[src/rtl/softmax_argmax.sv]
// softmax_argmax: sequential argmax over a captured vector of IEEE-754 single-precision
// lanes. One lane is compared per clock. The block returns the winning index, the raw bits
// of the winning lane, and a flag that is set if any lane was NaN.
module softmax_argmax #(
  parameter int unsigned VLEN  = 4,
  parameter int unsigned IDX_W = (VLEN > 1) ? $clog2(VLEN) : 1
) (
  input  logic                 clk,
  input  logic                 rst,
  input  logic                 in_valid,
  output logic                 in_ready,
  input  logic [VLEN*32-1:0]   in_vector,
  output logic                 out_valid,
  input  logic                 out_ready,
  output logic [IDX_W-1:0]     out_index,
  output logic [31:0]          out_value,
  output logic                 out_nan
);

  typedef enum logic [1:0] {StIdle, StScan, StDone} state_e;

  state_e              state_q, state_d;
  logic [VLEN*32-1:0]  vec_q, vec_d;
  logic [31:0]         best_q, best_d;
  logic [IDX_W-1:0]    idx_q, idx_d;
  logic [IDX_W-1:0]    cnt_q, cnt_d;
  logic                nan_q, nan_d;
  logic [31:0]         lane_first;
  logic [31:0]         lane_cur;

  function automatic logic is_nan(input logic [31:0] f);
    return (f[30:23] == 8'hFF) && (f[22:0] != 23'h0);
  endfunction

  // Strict "a beats b". NaN never wins but is displaced by anything, and the two zeros compare
  // equal.
  function automatic logic greater(input logic [31:0] a, input logic [31:0] b);
    if (is_nan(a))                               return 1'b0;
    else if (is_nan(b))                          return 1'b1;
    else if (a[30:0] == 31'h0 && b[30:0] == 31'h0) return 1'b0;
    else if (a[31] != b[31])                     return ~a[31];
    else if (!a[31])                             return a[30:0] > b[30:0];
    else                                         return a[30:0] < b[30:0];
  endfunction

  // Lane 0 is the most significant word of the packed vector.
  always_comb begin
    lane_first = in_vector[VLEN*32-1 -: 32];
    lane_cur   = vec_q[32*(int'(VLEN) - 1 - int'(cnt_q)) +: 32];
  end

  // Next-state: capture in IDLE, scan one lane per cycle, hold the result in DONE.
  always_comb begin
    state_d = state_q;
    vec_d   = vec_q;
    best_d  = best_q;
    idx_d   = idx_q;
    cnt_d   = cnt_q;
    nan_d   = nan_q;
    unique case (state_q)
      StIdle: begin
        if (in_valid) begin
          vec_d   = in_vector;
          best_d  = lane_first;
          idx_d   = '0;
          cnt_d   = IDX_W'(1);
          nan_d   = is_nan(lane_first);
          state_d = (VLEN == 1) ? StDone : StScan;
        end
      end
      StScan: begin
        if (greater(lane_cur, best_q)) begin
          best_d = lane_cur;
          idx_d  = cnt_q;
        end
        nan_d = nan_q | is_nan(lane_cur);
        if (cnt_q == IDX_W'(VLEN - 1)) begin
          state_d = StDone;
        end else begin
          cnt_d = cnt_q + IDX_W'(1);
        end
      end
      StDone: begin
        if (out_ready) state_d = StIdle;
      end
      default: state_d = StIdle;
    endcase
  end

  // State and datapath registers. Reset discards any partial or pending result.
  always_ff @(posedge clk or posedge rst) begin
    if (rst) begin
      state_q <= StIdle;
      vec_q   <= '0;
      best_q  <= '0;
      idx_q   <= '0;
      cnt_q   <= '0;
      nan_q   <= 1'b0;
    end else begin
      state_q <= state_d;
      vec_q   <= vec_d;
      best_q  <= best_d;
      idx_q   <= idx_d;
      cnt_q   <= cnt_d;
      nan_q   <= nan_d;
    end
  end

  // Handshake flags decode straight from the state; result outputs come from registers.
  always_comb begin
    in_ready  = (state_q == StIdle);
    out_valid = (state_q == StDone);
    out_index = idx_q;
    out_value = best_q;
    out_nan   = nan_q;
  end

endmodule

[config.mk]
export PLATFORM = sky130hd
export DESIGN_NAME = softmax_argmax
export DESIGN_NICKNAME = d
export VERILOG_FILES = /design/src/rtl/softmax_argmax.sv
export SDC_FILE = /design/constraint.sdc
export NUM_CORES = 1
export LEC_CHECK = 0
export BUFFER_PORTS_ARGS = -buffer_cell sky130_fd_sc_hd__buf_2
export CAP_MARGIN = 20
export CORE_UTILIZATION = 40
export CTS_CLUSTER_SIZE = 12
export DETAILED_ROUTE_END_ITERATION = 10
export GPL_ROUTABILITY_DRIVEN = 0
export SETUP_SLACK_MARGIN = 0.02
export SLEW_MARGIN = 10
export SYNTH_ARGS = -nofsm -noshare
export SYNTH_HDL_FRONTEND = slang
export SYNTH_SLANG_ARGS = --single-unit
[constraint.sdc]
create_clock -name clk -period 16.4 [get_ports clk]
set_clock_uncertainty 0.2 [all_clocks]
set_input_delay 3.28 -clock clk [delete_from_list [all_inputs] [get_ports clk]]
set_output_delay 3.28 -clock clk [all_outputs]
set_load 0.05 [all_outputs]
==> run metrics <==
result of the run=complete, but fails checks; failing checks=DRC; Yosys Warn Count=0; Achievable Freq=203 MHz; die width=148 um; initial core utilization=0.407; setup violators final=0; Final Critical Period=4.92 ns; #FFs+latches synth=167; critical-path cell list=nor2_1 > buf_2; clk_lat worst skew=0.42 ns; Reg2Reg Depth=11; pwr dens=239 nW/um2; share of layout cells above drive strength 1=0.237; Setup crit end kind=output pin; CTS tree=yes; Critical Path RT=12.92 ns; Core Area=21000 um2; Setup CP Type=reg -> out; vias in the first global route=6615; # rows=53; GRT Total Usage=0.222; number of fillers in the final layout=2032; global route total overflow=0; Die ar.=21900 um2; most common cell after layout, fill and taps aside=nand2_1; clk root buf=clkbuf_16; critical-path maximum fanout=4; Synth Net Count=1045; RSZ-0062 raised after global routing=no; post-cts resize count=0; Initial DRC Count=437; Mapped Area=8530 um2; depth of the worst hold-timing path=2; Worst-path clk slew=0.07 ns; # nets final=1197; max cap viols=0; fin crit share=0.300; pin count of the biggest net entering global routing=115; Worst VDD drop=0.126 mV; Vias/cell=5.11; CP Buf/Inv Count=1; sequential area share after synthesis=0.490; Die H=148 um; Slew @ Worst Pin=0.800 ns; cts bufs inserted=17; Post-CTS Hold Buffers=0; P&R area growth vs syn=20.0%; final wirelength=23500 um; share of synthesized flip-flops with an asynchronous set or reset=1.00; Critical Path Slowest Stage Cell=dfrtp_1; hold slack final=0.266 ns; Mapped Avg Cell Area=9.69 um2; global-route wire length before repair=36600 um; post-route setup TNS=0 ns; CTS max path bufs=2; top_reg_cell synth=dfrtp_1; Post-Syn Instances=881; Worst Path Arrival=1.44 ns; Top delay family on crit path=flip-flops; Worst path max stage delay=0.43 ns; DRC errors left=2; # IOs=169; Slew Limit Fails=0; Pleak=0.00538 uW; H-tree Lvls=4; CTS sink cnt=167; # port buffers=168; Final ANT Viol Nets=0; Critical Path Stages=2; via count=6745; most frequent cells in the layout=nand2_1, buf_2, dfrtp_1, mux2i_1, inv_1; post-CTS setup buffers=0; router iterations before antenna repair=9; Slew headroom=0.467; final hold vios=0; synth unique cells=46; Post-synth EDFFs=0; HP Class=reg -> reg; WL/cell=17.8 um; antenna violations before repair=0; n_diodes=0; Worst setup SP type=flip-flop; post-DP HPWL=17000 um
==> sequential cells by signal (all words and copies together) (netlist names) <==
signal and flops:
vec_q 128, out_index 2, out_nan 1, out_value 32, cnt_q 2, state_q 2
==> metal layers <==
metal | vias up | global-route usage | part of all wire | wire (um)
li1 | 3240 | - | - | -
met1 | 3236 | 0.328 | 0.48 | 11300
met2 | 232 | 0.327 | 0.44 | 10400
met3 | 37 | 0.0359 | 0.055 | 1300
met4 | 0 | 0.0825 | 0.024 | 556
met5 | - | 0 | 0 | 0
==> final timing paths <==
kind                       slack (ns)       start       endpoint
setup / recovery                11.48  state_q[1]       in_ready
hold / removal                   0.27   vec_q[77]      vec_q[77]
max in group asynchronous       11.86         rst      vec_q[66]
setup reg to reg                11.97    cnt_q[0]  out_value[31]
min in group asynchronous        2.80         rst       cnt_q[1]
hold reg to reg                  0.27   vec_q[77]      vec_q[77]
==> cell type report <==
cell class / instances / area, um2 / area share
clock buffers: 25 / 485 / 0.0474
multi-input cells: 632 / 3980 / 0.388
flip-flops and latches: 167 / 4180 / 0.408
inverters: 38 / 148 / 0.0144
repair buffers: 177 / 941 / 0.0919
well taps: 275 / 344 / 0.0336
clock inverters: 7 / 166 / 0.0162
==> stage by stage <==
step	setup slack, ns	instances	power [uW]	utilization	area (um2)
2_1_floorplan	8.40	881	1720	-	8530
3_3_place_gp	11.08	1287	1970	0.455	9540
3_5_place_dp	11.10	1287	2000	0.455	9540
4_1_cts	11.47	1319	2450	0.487	10200
5_1_grt	11.41	1321	2620	0.489	10200
6_report	11.48	1321	2450	0.489	10200
==> worst min-delay path, stage by stage (launching register included) <==
cell and delay [ns]:
dfrtp_1 0.33, nand2_1 0.05, nand2_1 0.05
==> where the power goes <==
part	internal [uW]	total (uW)	switching, uW
sequential	617	738	121
combinational	482	1270	788
clock	283	442	159
total	1380	2450	1070
==> kinds of logic after synthesis <==
kind of cell / count (synthesis) / synth area share
AO/OA/AOI/OAI: 39 / 0.0324
adder cells (fa/ha/maj): 32 / 0.0469
buffers and inverters: 82 / 0.0463
flip-flops: 167 / 0.490
multiplexers: 96 / 0.163
AND/OR/NAND/NOR: 465 / 0.222
==> synthesized netlist by cell type, types with 2 or more instances <==
master    number  share of area
mux4_2        29          0.077
nor4_1        15          0.011
nand4_1       17          0.012
o21ai_0        2         0.0012
buf_2          3         0.0018
nor3_1         8         0.0047
and2_1         3         0.0022
o211ai_2       2         0.0029
nor4_2         2         0.0029
ha_1          32          0.047
buf_6          2         0.0026
nand2_1      399           0.18
buf_12         4         0.0094
inv_1         38          0.017
buf_1          3         0.0013
a21oi_1       12         0.0070
clkbuf_1      31          0.014
o21ai_1        5         0.0029
o21a_1         3         0.0026
nor2b_1        2         0.0015
nor2_1         8         0.0035
nand3_1        4         0.0023
mux2i_1       61          0.072
mux2_4         3         0.0053
mux4_1         3         0.0092
dfrtp_1      167           0.49
or4_1          2         0.0018
a21o_1         2         0.0018
a211oi_1       2         0.0018
Power figures use the tool's default switching activity.
